$ cat src/rtl/dcf77_frame_encoder.sv
// DCF77 minute-frame pulse generator driven by BCD time/date inputs.
// Optional `DCF77_ERR_INJECT_EN adds inject_err_i to invert the minute parity bit (bit 28).
// state  | meaning
// S_IDLE | not transmitting; latches inputs and starts second 0 when enable_i rises
// S_RUN  | counting prescaler/ms/seconds and emitting pulses from the shadow frame
module dcf77_frame_encoder #(
  parameter int TICKS_PER_MS = 50000,
  parameter int PULSE0_MS    = 100,
  parameter int PULSE1_MS    = 200
) (
  input  logic       qzt_clk_i,
  input  logic       reset_i,
  input  logic       enable_i,
  input  logic [6:0] minute_i,
  input  logic [5:0] hour_i,
  input  logic [5:0] day_i,
  input  logic [2:0] weekday_i,
  input  logic [4:0] month_i,
  input  logic [7:0] year_i,
  input  logic       cest_i,
`ifdef DCF77_ERR_INJECT_EN
  input  logic       inject_err_i,
`endif
  output logic       dcf_out_o,
  output logic [5:0] sec_count_o,
  output logic       frame_start_o,
  output logic       busy_o
);

  localparam int PW = (TICKS_PER_MS > 1) ? $clog2(TICKS_PER_MS) : 1;
  localparam logic [PW-1:0] PRE_LAST = PW'(TICKS_PER_MS - 1);
  localparam logic [9:0]    MS_LAST  = 10'd999;
  localparam logic [9:0]    P0_MS    = 10'(PULSE0_MS);
  localparam logic [9:0]    P1_MS    = 10'(PULSE1_MS);
  localparam logic [5:0]    SEC_LAST = 6'd59;

  typedef enum logic [0:0] {S_IDLE, S_RUN} state_t;

  state_t        state_q;
  logic          busy_q;
  logic          dcf_q;
  logic          frame_start_q;
  logic [5:0]    sec_q;
  logic [9:0]    ms_q;
  logic [PW-1:0] pre_q;
  logic [58:0]   shadow_q;
  logic [58:0]   frame_d;
  logic [63:0]   frame_ext;
  logic          inj;
  logic          cur_bit;
  logic          pulse_on;

`ifdef DCF77_ERR_INJECT_EN
  assign inj = inject_err_i;
`else
  assign inj = 1'b0;
`endif

  always_comb begin
    frame_d        = '0;
    frame_d[17]    = cest_i;
    frame_d[18]    = ~cest_i;
    frame_d[20]    = 1'b1;
    frame_d[27:21] = minute_i;
    frame_d[28]    = (^minute_i) ^ inj;
    frame_d[34:29] = hour_i;
    frame_d[35]    = ^hour_i;
    frame_d[41:36] = day_i;
    frame_d[44:42] = weekday_i;
    frame_d[49:45] = month_i;
    frame_d[57:50] = year_i;
    frame_d[58]    = ^{year_i, month_i, weekday_i, day_i};
  end

  // Zero-extended so second 59 indexes a defined (always-0) bit.
  assign frame_ext = {5'b0, shadow_q};
  assign cur_bit   = frame_ext[sec_q];
  assign pulse_on  = (sec_q != SEC_LAST) && (ms_q < (cur_bit ? P1_MS : P0_MS));

  always_ff @(posedge qzt_clk_i) begin
    if (reset_i) begin
      state_q       <= S_IDLE;
      busy_q        <= 1'b0;
      dcf_q         <= 1'b0;
      frame_start_q <= 1'b0;
      sec_q         <= '0;
      ms_q          <= '0;
      pre_q         <= '0;
      shadow_q      <= '0;
    end else begin
      frame_start_q <= 1'b0;
      case (state_q)
        S_IDLE: begin
          dcf_q <= 1'b0;
          if (enable_i) begin
            shadow_q      <= frame_d;
            state_q       <= S_RUN;
            busy_q        <= 1'b1;
            frame_start_q <= 1'b1;
            sec_q         <= '0;
            ms_q          <= '0;
            pre_q         <= '0;
          end
        end
        S_RUN: begin
          if (!enable_i) begin
            state_q <= S_IDLE;
            busy_q  <= 1'b0;
            dcf_q   <= 1'b0;
            sec_q   <= '0;
            ms_q    <= '0;
            pre_q   <= '0;
          end else begin
            dcf_q <= pulse_on;
            if (pre_q == PRE_LAST) begin
              pre_q <= '0;
              if (ms_q == MS_LAST) begin
                ms_q <= '0;
                if (sec_q == SEC_LAST) begin
                  sec_q         <= '0;
                  shadow_q      <= frame_d;
                  frame_start_q <= 1'b1;
                end else begin
                  sec_q <= sec_q + 6'd1;
                end
              end else begin
                ms_q <= ms_q + 10'd1;
              end
            end else begin
              pre_q <= pre_q + 1'b1;
            end
          end
        end
        default: state_q <= S_IDLE;
      endcase
    end
  end

  assign dcf_out_o     = dcf_q;
  assign sec_count_o   = sec_q;
  assign frame_start_o = frame_start_q;
  assign busy_o        = busy_q;

endmodule
$ cat config.mk
export PLATFORM = sky130hd
export DESIGN_NAME = dcf77_frame_encoder
export DESIGN_NICKNAME = d
export VERILOG_FILES = /design/src/rtl/dcf77_frame_encoder.sv
export SDC_FILE = /design/constraint.sdc
export NUM_CORES = 1
export LEC_CHECK = 0
export CAP_MARGIN = 25
export CORE_UTILIZATION = 35
export DETAILED_ROUTE_END_ITERATION = 8
export GPL_ROUTABILITY_DRIVEN = 0
export PLACE_DENSITY = 0.65
export SKIP_CTS_REPAIR_TIMING = 1
export SYNTH_ARGS = -nofsm -noshare
export SYNTH_HDL_FRONTEND = slang
export SYNTH_SLANG_ARGS = --single-unit
$ cat constraint.sdc
create_clock -name qzt_clk_i -period 2.25 [get_ports qzt_clk_i]
set_input_delay 0.3375 -clock qzt_clk_i [delete_from_list [all_inputs] [get_ports qzt_clk_i]]
set_output_delay 0.3375 -clock qzt_clk_i [all_outputs]
set_load 0.005 [all_outputs]
**Yosys cells after proc, flatten, opt, wreduce, memory -nomap -nowiden**

Index checks and enable logic that the tools add are counted.
W data, S select, Z words.

- Register bits: 95
- Input bits: 39
- Output and inout port bits: 9
- Word-level logic and storage cells: 70

- Add/sub/neg operators: 3
- Magnitude comparators: 2
- Eq/ne operators: 12
- Mux-type cells: 35
- Bitwise gates (word level): 2
- Reductions and logical operators: 8

Operators by type and width:

| operator | number |
|---|---|
| $mux W59 | 5 |
| $pmux W59 S2 | 1 |
| $mux W16 | 3 |
| $mux W10 | 4 |
| $pmux W16 S2 | 1 |
| $mux W6 | 5 |
| $reduce_xor A22 Y1 | 1 |
| $pmux W10 S2 | 1 |
| $add A16 B1 Y16 const B | 1 |
| $eq A16 B16 Y1 const B | 1 |
| $pmux W6 S2 | 1 |
| $add A10 B1 Y10 const B | 1 |
| $eq A10 B10 Y1 const B | 1 |
| $lt A10 B8 Y1 | 1 |
| $mux W1 | 9 |
| $mux W8 | 1 |
| $lt A6 B7 Y1 const B | 1 |
| $reduce_xor A7 Y1 | 1 |
| $add A6 B1 Y6 const B | 1 |
| $bmux W1 S6 | 1 |
| $eq A6 B6 Y1 const B | 1 |
| $ne A2 B1 Y1 const B | 3 |
| $ne A2 B2 Y1 const B | 3 |
| $ne A3 B2 Y1 const B | 2 |
| 8 further kinds | 12 |

**Depth between registers and ports, before layout**

Gate-level depths: netlist (run 1).

- Depth after elaboration: 7
- Mapped depth: 12
- Depth with buffers taken out: 10

**Least setup slack after synthesis (run 1)**

OpenSTA, ideal clock, no wires.

- Path type: register to register
- Start: reg sec_q[0], in the netlist sec_count_o[0]
- End: reg dcf_q, in the netlist dcf_out_o
- Setup time: 0.127 ns
- Arrival: 2.364 ns
- Required time: 2.123 ns
- Slack: -0.241 ns
- Cell stages (with the launch flop): 11
- Buffers on the path: 1
- Period minus slack after synthesis: 2.491 ns
- Path through: dfxtp_1 > clkbuf_1 > mux2_2 > or3_1 > a22o_1 > nand4_1 > nand4b_1 > ha_1 > o211ai_1 > o2111ai_1 > o21ai_0

- Word-level cells in the longest chain between the ends: 7
- Elaborated cells between the ends (all ways): 8
- Those cells by class: order compare (1); eq/ne (1); mux (5); reduce/logical (1)

Ends and longest elaborated chain:

| what | RTL line | text |
|---|---|---|
| start, declared | 43 | `logic [5:0] sec_q;` |
| start signal, assigned | 124 | `sec_q <= sec_q + 6'd1;` |
| $bmux W1 S6 | 77 | `assign cur_bit = frame_ext[sec_q];` |
| $mux W1 (not written as such) | 77 |  |
| $mux W8 | 78 | `assign pulse_on = (sec_q != SEC_LAST) && (ms_q < (cur_bit ? P1_MS : P0_MS));` |
| $lt A10 B8 Y1 | 78 |  |
| $logic_and A1 B1 Y1 * | 78 |  |
| $mux W1 * | 106 | `if (!enable_i) begin` |
| $pmux W1 S2 * | 92 | `case (state_q)` |
| end signal, assigned | 114 | `dcf_q <= pulse_on;` |
| end, declared | 41 | `logic dcf_q;` |

Mark *: on every way between the ends. The rest lies on a longest branch, timed or not. The select of a mux whose other input is x is not followed.
A chain may end at the register's enable or synchronous reset.

**Worst setup path in the final report (run 1)**

Ends and elaborated chain as after synthesis.

==> results.json, run 1 <==
{
  "total_power_mw": 3.14,
  "overflow": 0,
  "dr.pass1.iters": 4,
  "track_usage_pct": 16.5,
  "grt_start_max_net_pins": 44,
  "hold_path_depth": 2,
  "synth_enable_flop_cells": 0,
  "finalCriticalPeriod_ns": 2.37,
  "io_buffers": 47,
  "chipHeight_um": 108,
  "num_antenna_cells": 0,
  "fill_cells": 1034,
  "yosys-top-cells-area": "dfxtp_1 39%, nand2_1 8.9%, xnor2_1 8.5%",
  "hp-class": "primary input to register",
  "arrival_ns": 2.60,
  "multi_input_area_um2": 2300,
  "tns_ns": -0.118,
  "ant_nets": 0,
  "powerDensity_nw_per_um2": 615,
  "max-vdd-ir-drop_mv": 0.311,
  "insertion_delay_ns": 0.35,
  "layout.nets": 594,
  "maxSlewViolCount": 0,
  "start_kind": "register",
  "timing.rr.start": "sec_count_o[0]",
  "worst_slew_pin_slew_ns": 0.420,
  "grt_pass1_vias": 3287,
  "crit_path_start": "sec_count_o[0]",
  "synth_warnings": 0,
  "clkTransAtPathRegs_ns": 0.08,
  "async_reset_ff_share_pct": 0,
  "antenna_found_initial": 0,
  "fmax_ghz": 0.423,
  "htree_levels": 3,
  "ios": 48,
  "areaGrowthSynthToFinish_pct": 30.6,
  "cp-end-kind": "register",
  "drv_cap": 0,
  "cts_inserted_buffers": 9,
  "drc_errors": 0,
  "cp-endpoint": "dcf_out_o",
  "finalSetupViolCount": 2,
  "required_ns": 2.49,
  "ys_seq_area_share_pct": 39.4,
  "grt_pass1_wl_um": 15200,
  "leakagePower_nw": 1.81,
  "die_x_um": 108,
  "dp_hpwl_um": 6630,
  "reg2reg_to": "dcf_out_o",
  "synth_cell_types": 53,
  "initialDrtViolationCount": 201,
  "setup_slack_ns": -0.117,
  "netlist_area_um2": 3920,
  "clock_skew_ns": 0.00941,
  "crit_fanout": 7,
  "synth_nets": 517,
  "synth_top_area_cell": "dfxtp_1",
  "die_area_um2": 11600,
  "syn-instance-count": 469,
  "fin_crit_sh_pct": 105,
  "reg2reg_setup_slack_ns": -0.12,
  "synth_area_per_cell_um2": 8.35,
  "slew_headroom_pct": 72.0,
  "status": "finished, violations left",
  "clock_path_buffers": 2,
  "post_drt_wl_per_cell_um": 13.7,
  "tritoncts": "built",
  "path_class": "register to register",
  "synth_top_flop_cell": "dfxtp_1",
  "num_vias": 3484,
  "drive_gt1_share_pct": 16.2,
  "root_buffer": "clkbuf_8",
  "row_count": 38,
  "hold_viol": 0,
  "initial_core_util_pct": 36.0,
  "numClockSinks": 77,
  "reg2reg_depth": 9,
  "yosys.area.top_type_share_pct": 39.4,
  "core_area_um2": 10900,
  "yosys_register_bits": 77,
  "violations": "setup timing",
  "via_per_inst": 5.04,
  "totalWireLength_um": 9440,
  "regArea_um2": 1560,
  "rsz0062_at_grt": "yes"
}
-- per-stage QoR --
step | cells | utilization, % | area, um2 | worst slack [ns] | hold WS (ns)
finish | 691 | 47.0 | 5110 | -0.117 | 0.347
floorplan | 469 | - | 3930 | -0.0251 | 0.431
global route | 691 | 47.0 | 5110 | -0.246 | 0.386
global placement | 669 | 43.5 | 4740 | -0.0398 | 0.441
CTS | 685 | 45.5 | 4950 | -0.152 | 0.347
detailed placement | 669 | 43.5 | 4740 | -0.132 | 0.443
-- area by class of cell --
type / count / share of cell area (%)
clock inverter: 5 / 1.64
multi-input combinational: 359 / 45.0
sequential: 77 / 30.4
timing repair buffer: 91 / 16.4
clock buffer: 11 / 2.57
inverter: 8 / 0.587
tap: 140 / 3.43
-- cells in the final DEF (no fill, tap or decap), types with 2 or more instances in the layout --
master / Yosys / final
nor2_1: 38 / 38
nand4b_1: 3 / 3
mux2i_1: 14 / 14
o21ai_0: 11 / 10
nor4_1: 5 / 3
clkbuf_8: 0 / 9
xnor2_1: 38 / 38
ha_1: 9 / 5
and2_1: 2 / 2
and4bb_2: 2 / 2
and3_1: 4 / 4
ha_2: 0 / 2
a21o_1: 2 / 2
or3_4: 1 / 2
ha_4: 0 / 2
a21oi_1: 50 / 49
mux4_2: 2 / 2
nor3_1: 4 / 4
clkinvlp_4: 0 / 2
nor3b_1: 5 / 5
nor4b_1: 2 / 2
dfxtp_4: 0 / 2
or3_1: 5 / 4
o2111ai_1: 2 / 2
xor2_1: 15 / 15
a211oi_1: 4 / 4
nand4_1: 8 / 8
nand2_1: 93 / 93
buf_12: 0 / 2
nand3_1: 11 / 10
inv_1: 8 / 7
nand3b_1: 2 / 2
clkbuf_1: 14 / 2
dfxtp_1: 77 / 70
nor2b_1: 6 / 6
buf_4: 1 / 41
bufinv_16: 0 / 2
clkdlybuf4s50_1: 0 / 46
dfxtp_2: 0 / 5
-- metal layers --
metal / global-route usage, % / share of wire, %
met5: 0 / 0
met4: 6.95 / 1.5
met3: 3.21 / 3.6
met2: 27.3 / 48
met1: 20.8 / 47
-- Yosys cell counts, types with 5 or more instances --
master and instances:
o21ai_0 11, nand4_1 8, xor2_1 15, nand3_1 11, a21oi_1 50, nor4_1 5
inv_1 8, buf_2 6, nor2_1 38, ha_1 9, nor3b_1 5, or3_1 5
mux2i_1 14, xnor2_1 38, dfxtp_1 77, nand2_1 93, nor2b_1 6, clkbuf_1 14
-- worst min path at each step --
stage,end,startpoint
finish,ms_q[1],reset_i
detailed placement,shadow_q[24],shadow_q[24]
global placement,shadow_q[28],shadow_q[28]
CTS,ms_q[1],reset_i
global route,ms_q[1],reset_i
floorplan,shadow_q[28],shadow_q[28]
-- registers in the layout, indices dropped and copies added (netlist names) --
name	cells
shadow_q	41
busy_o	1
dcf_out_o	1
ms_q	10
sec_count_o	6
pre_q	16
frame_start_o	1
state_q	1
-- power breakdown --
part	internal, mW	switching, mW	total [mW]	leakage [nW]
Combinational	0.276	0.252	0.528	1.08
Sequential	1.43	0.0400	1.47	0.633
Clock	0.630	0.519	1.15	0.100
-- cell families after synthesis --
| logic type | share of synthesized area (%) |
|---|---|
| adder cells (fa/ha/maj) | 2.88 |
| flip-flops | 39.4 |
| buffers and inverters | 4.06 |
| XOR/XNOR | 11.9 |
| AND/OR/NAND/NOR | 24.8 |
| multiplexers | 5.02 |
| AO/OA/AOI/OAI | 12.0 |
-- worst max-delay path, cell delays in order (launching register included) --
cell and delay (ns):
dfxtp_4 0.41, mux2_4 0.30, or3_1 0.31, a22o_1 0.22
nand4_1 0.09, nand4b_1 0.19, ha_2 0.38, o211ai_1 0.09
o2111ai_1 0.19, o21ai_1 0.09
(Power assumes the default switching activity.)
==> inputs of run 2 (changes only) <==
ABC_AREA = 1   (was not set)
==> run 2 against run 1 <==
- the flow now finishes without violations
- largest cell class unchanged
- worst hold slack gained 0.11 ns
- highest routed layer unchanged
- critical path depth grew 2
- clock-buffer cell count shrank 1
- register-to-register slack gained 0.34 ns
- die area grew 5.0%
==> results.json, run 2 <==
{
  "ios": 48,
  "synth_compound_area_share_pct": 14.7,
  "reg2reg_to": "shadow_q[41]",
  "ys_seq_area_share_pct": 37.5,
  "totalWireLength_um": 9180,
  "cp_num_buf_inv": 1,
  "path_cells": "ha_1 > nand2_1 > nor2_1 > nand4_1 > nor2_1 > nand2_1 > nand2_1 > nand2_2 > buf_4 > o21ai_0 > a21oi_1",
  "reg2reg_setup_slack_ns": 0.23,
  "slew_headroom_pct": 71.0,
  "synth_top_area_cell": "dfxtp_1",
  "insertion_delay_ns": 0.34,
  "fmax_ghz": 0.494,
  "regMostFlops": "shadow_q",
  "yosys-top-cells-area": "dfxtp_1 37%, nand2_1 11%, nor2_1 7.5%",
  "via_per_inst": 4.77,
  "synthTopCellsByCount": "122 x nand2_1, 82 x nor2_1, 77 x dfxtp_1",
  "synth_top_flop_cell": "dfxtp_1",
  "num_vias": 3774,
  "clock_skew_ns": 0.0118,
  "crit_family": "simple AND/OR/NAND/NOR gates",
  "async_reset_ff_share_pct": 0,
  "cts_inserted_buffers": 9,
  "cp-end-kind": "register",
  "cp_common_cell": "nand2_1",
  "synthAdderAreaFrac_pct": 2.74,
  "path_class": "register to register",
  "fin_crit_sh_pct": 89.9,
  "cp-endpoint": "shadow_q[41]",
  "numClockSinks": 77,
  "io_buffers": 47,
  "final_common_cell": "nand2_1",
  "synthSimpleGateAreaFrac_pct": 27.7,
  "layout_common_cells": "122 x nand2_1, 81 x nor2_1, 76 x dfxtp_1, 66 x inv_1, 47 x clkdlybuf4s50_1",
  "root_buffer": "clkbuf_16",
  "dp_hpwl_um": 7110,
  "layout.nets": 692,
  "crit_fanout": 42,
  "max-vdd-ir-drop_mv": 0.324,
  "yosys.area.top_type_share_pct": 37.5,
  "grt_pass1_vias": 3623,
  "final_area_um2": 5040,
  "chipHeight_um": 110,
  "netlist_area_um2": 4110,
  "synth_nets": 637,
  "share_seq_of_total_power_pct": 43.9,
  "drv_cap": 0,
  "overflow": 0,
  "die_x_um": 110,
  "yosys_register_bits": 77,
  "ant_nets": 0,
  "pwr-share-clk_pct": 39.0,
  "power.switching_mw": 0.925,
  "rsz0062_at_grt": "no",
  "tns_ns": 0,
  "status": "finished, final reports clean",
  "initial_core_util_pct": 36.0,
  "crit_path_start": "ms_q[0]",
  "synth_enable_flop_cells": 0,
  "finalSetupViolCount": 0,
  "finalCriticalPeriod_ns": 2.02,
  "die_area_um2": 12200,
  "synthXorXnorAreaFrac_pct": 7.24,
  "num_antenna_cells": 0,
  "core_area_um2": 11400,
  "maxSlewViolCount": 0,
  "dr.pass1.iters": 4,
  "reg2reg_depth": 11,
  "synth_warnings": 0,
  "cpPeakStageDelay_ns": 0.38,
  "start_kind": "register",
  "row_count": 39,
  "powerDensity_nw_per_um2": 670,
  "hold_viol": 0,
  "cp_num_cells": 11,
  "arrival_ns": 2.23,
  "post_drt_wl_per_cell_um": 11.6,
  "drc_errors": 0,
  "pwr-share-comb_pct": 17.2,
  "hp-class": "register to register",
  "htree_levels": 3,
  "internal-power_mw": 2.45,
  "leakagePower_nw": 2.07,
  "grt_start_max_net_pins": 43,
  "grt_pass1_wl_um": 15800,
  "timing.rr.start": "ms_q[0]",
  "synth_cell_types": 42,
  "drive_gt1_share_pct": 8.78,
  "tritoncts": "built",
  "yosysMostFrequentCell": "nand2_1",
  "worst_slew_pin_slew_ns": 0.428,
  "muxShareOfSynthArea_pct": 0,
  "areaGrowthSynthToFinish_pct": 22.5,
  "antenna_found_initial": 0,
  "required_ns": 2.46,
  "place_area_um2": 4770,
  "clkTransAtPathRegs_ns": 0.06,
  "synth_top_family_by_area": "simple AND/OR/NAND/NOR gates",
  "track_usage_pct": 15.6,
  "synth_area_per_cell_um2": 6.98,
  "largest_register_ffs": 41,
  "cpMaxStageDelayCell": "dfxtp_1",
  "initialDrtViolationCount": 147,
  "syn-instance-count": 589,
  "clock_path_buffers": 2,
  "switching_share_pct": 27.4,
  "reg_top3": "shadow_q (41), pre_q (16), ms_q (10)"
}
-- run 2: cell types whose count changed in the layout (fill, tap and decap cells not counted), sizes merged, moves of 10 or more --
cell and delta:
mux2i -14, nor2 +47, xnor2 -17, buf -25, inv +63, nand3 +23
o21ai +42, a21oi -10, nand2 +34
-- run 2: power groups by stage --
| stage | Clock [mW] | Sequential (mW) | Combinational (mW) |
|---|---|---|---|
| after floorplan | 0 | 1.50 | 0.403 |
| after global placement | 0 | 1.51 | 0.573 |
| after detailed placement | 0 | 1.51 | 0.582 |
| after CTS | 1.35 | 1.48 | 0.585 |
| after global routing | 1.40 | 1.49 | 0.661 |
| final | 1.31 | 1.48 | 0.580 |
-- run 2: cells by family (layout without fill, tap and decap cells) --
group / count (synthesis) / count (layout)
compound gates: 108 / 108
xor+xnor: 34 / 34
flops: 77 / 77
simple gates: 266 / 266
buf+inv: 95 / 155
fa+ha+maj: 9 / 9
-- run 2: how the worst min path moves through the flow --
stage / startpoint / depth (start not counted) / endpoint / slack (ns)
after floorplan: shadow_q[25] / 2 / shadow_q[25] / 0.43
after global routing: shadow_q[44] / 2 / shadow_q[44] / 0.48
after global placement: shadow_q[33] / 2 / shadow_q[33] / 0.44
final: shadow_q[29] / 2 / shadow_q[29] / 0.45
after CTS: shadow_q[29] / 2 / shadow_q[29] / 0.46
after detailed placement: shadow_q[29] / 2 / shadow_q[29] / 0.45
-- run 2: through the flow --
step	hold slack, ns	setup slack (ns)	utilization [%]	cells	power (mW)
global route	0.481	0.0269	44.1	792	3.55
finish	0.453	0.228	44.1	792	3.37
global placement	0.441	0.0565	41.7	776	2.08
floorplan	0.429	0.390	-	589	1.90
CTS	0.456	0.171	44.1	792	3.41
detailed placement	0.447	0.00188	41.7	776	2.09
-- run 2: area by class of cell --
type                       count  area (um2)
sequential                    77        1540
clock inverter                 6        38.8
timing repair buffer          66         613
clock buffer                  10         229
fill                        1210        6380
multi-input combinational    417        2160
tap                          143         179
inverter                      73         278
-- run 2: metal layers --
metal,vias up,track usage (%),wire length [um]
li1,1993,-,-
met1,1696,18.7,4300
met2,72,28.0,4390
met3,13,3.02,376
met4,0,5.07,108
met5,-,0,0
-- run 2: worst register-to-register path, cell delays in order (launching register included) --
cell     delay (ns)
dfxtp_1        0.38
ha_1           0.18
nand2_1        0.10
nor2_1         0.10
nand4_1        0.20
nor2_1         0.15
nand2_1        0.07
nand2_1        0.07
nand2_2        0.09
buf_4          0.26
o21ai_0        0.24
a21oi_1        0.06
==> inputs of run 3 (changes only) <==
PLACE_DENSITY = 0.63   (was 0.65)
clock period = 2.2 ns   (was 2.25 ns; I/O delays follow)
==> run 3 against run 2 <==
- flip-flop and latch count unchanged
- final cell count up 0.88%
- global-route usage up 0.44 points
- non-clock buffer count up 7
- first-iteration DRC count down 29%
- largest cell class unchanged
==> results.json, run 3 (synthesized netlist as in run 2, its figures left out) <==
{
  "status": "finished, final reports clean",
  "layout_common_cells": "122 x nand2_1, 82 x nor2_1, 75 x dfxtp_1, 66 x inv_1, 47 x clkdlybuf4s50_1",
  "path_cells": "ha_1 > nand2_1 > nor2_1 > nand4_1 > nor2_1 > nand2_1 > nand2_1 > nand2_2 > buf_4 > o21ai_0 > a21oi_1",
  "hold_viol": 0,
  "cp_num_buf_inv": 1,
  "pwr-share-comb_pct": 16.8,
  "leakagePower_nw": 2.13,
  "reg_top3": "shadow_q (41), pre_q (16), ms_q (10)",
  "crit_family": "simple AND/OR/NAND/NOR gates",
  "die_x_um": 110,
  "areaGrowthSynthToFinish_pct": 24.7,
  "numClockSinks": 77,
  "fmax_ghz": 0.503,
  "grt_start_max_net_pins": 41,
  "ant_nets": 0,
  "regArea_um2": 1540,
  "dp_hpwl_um": 7290,
  "track_usage_pct": 16.1,
  "max-vdd-ir-drop_mv": 0.513,
  "drive_gt1_share_pct": 9.60,
  "arrival_ns": 2.21,
  "fin_crit_sh_pct": 90.4,
  "finalSetupViolCount": 0,
  "crit_fanout": 25,
  "cp_common_cell": "nand2_1",
  "row_count": 39,
  "tns_ns": 0,
  "post_drt_wl_per_cell_um": 11.8,
  "maxSlewViolCount": 0,
  "required_ns": 2.42,
  "overflow": 0,
  "drc_errors": 0,
  "chipHeight_um": 110,
  "multi_input_area_um2": 2160,
  "whs_ns": 0.457,
  "grt_pass1_vias": 3580,
  "fill_cells": 1195,
  "cts_inserted_buffers": 9,
  "num_antenna_cells": 0,
  "layout.nets": 699,
  "start_kind": "register",
  "insertion_delay_ns": 0.34,
  "tritoncts": "built",
  "worst_slew_pin_slew_ns": 0.396,
  "io_buffers": 47,
  "power.switching_mw": 0.919,
  "dr.pass1.iters": 4,
  "slew_headroom_pct": 73.4,
  "clock_skew_ns": 0.00760,
  "clkTransAtPathRegs_ns": 0.06,
  "cp-end-kind": "register",
  "core_area_um2": 11400,
  "pwr-share-clk_pct": 41.2,
  "htree_levels": 3,
  "die_area_um2": 12200,
  "largest_register_ffs": 41,
  "root_buffer": "clkbuf_16",
  "place_area_um2": 4820,
  "share_seq_of_total_power_pct": 41.9,
  "powerDensity_nw_per_um2": 704,
  "cpMaxStageDelayCell": "dfxtp_1",
  "regMostFlops": "shadow_q",
  "internal-power_mw": 2.69,
  "hp-class": "register to register",
  "initial_core_util_pct": 36.0,
  "clock_path_buffers": 2,
  "finalCriticalPeriod_ns": 1.99,
  "rsz0062_at_grt": "no",
  "switching_share_pct": 25.5,
  "total_power_mw": 3.61,
  "grt_pass1_wl_um": 16100,
  "via_per_inst": 4.73,
  "dp_cells": 783,
  "ios": 48,
  "num_vias": 3776,
  "cpPeakStageDelay_ns": 0.38,
  "antenna_found_initial": 0,
  "fin_cells": 799,
  "final_area_um2": 5130,
  "totalWireLength_um": 9460,
  "path_class": "register to register",
  "initialDrtViolationCount": 105,
  "final_common_cell": "nand2_1",
  "drv_cap": 0
}
run 3: cell types whose count changed in the layout (fill, tap and decap cells not counted), sizes merged:
| cell | before | now |
|---|---|---|
| clkinvlp | 2 | 0 |
| clkbuf | 10 | 13 |
| clkinv | 5 | 4 |
| inv | 72 | 71 |
| bufinv | 0 | 1 |
| buf | 19 | 26 |
run 3: final cells by class:
| class | count | area share, % |
|---|---|---|
| timing repair buffer | 73 | 13.0 |
| tap | 143 | 3.49 |
| inverter | 73 | 5.41 |
| clock inverter | 3 | 0.854 |
| sequential | 77 | 30.1 |
| multi-input combinational | 417 | 42.0 |
| clock buffer | 13 | 5.07 |
run 3: metrics by stage:
stage | setup WS, ns | utilization [%]
2_1_floorplan | 0.340 | -
3_3_place_gp | 0.0645 | 42.2
3_5_place_dp | 0.0362 | 42.2
4_1_cts | 0.110 | 44.9
5_1_grt | 0.000212 | 44.9
6_report | 0.211 | 44.9
run 3: layer usage:
layer	GRT usage (%)	part of all wire, %
met3	4.17	3.6
met1	19.4	47
met2	27.4	48
met5	0	0
met4	5.87	1.6
run 3: worst paths after layout:
path	to	slack [ns]	start	cells past startpoint
min reg2reg	shadow_q[20]	0.46	shadow_q[20]	2
min	shadow_q[20]	0.46	shadow_q[20]	2
max reg2reg	shadow_q[54]	0.21	ms_q[0]	11
max	shadow_q[54]	0.21	ms_q[0]	11
run 3: worst reg2reg max path, stage by stage, from the launching register on:
cell     delay (ns)
dfxtp_1        0.38
ha_1           0.19
nand2_1        0.09
nor2_1         0.09
nand4_1        0.19
nor2_1         0.16
nand2_1        0.08
nand2_1        0.07
nand2_2        0.09
buf_4          0.23
o21ai_0        0.23
a21oi_1        0.06
run 3: power groups by stage:
stage | clock network, mW | logic [mW] | registers [mW]
2_1_floorplan | 0 | 0.413 | 1.53
3_3_place_gp | 0 | 0.601 | 1.54
3_5_place_dp | 0 | 0.609 | 1.55
4_1_cts | 1.52 | 0.612 | 1.51
5_1_grt | 1.59 | 0.691 | 1.52
6_report | 1.49 | 0.608 | 1.52
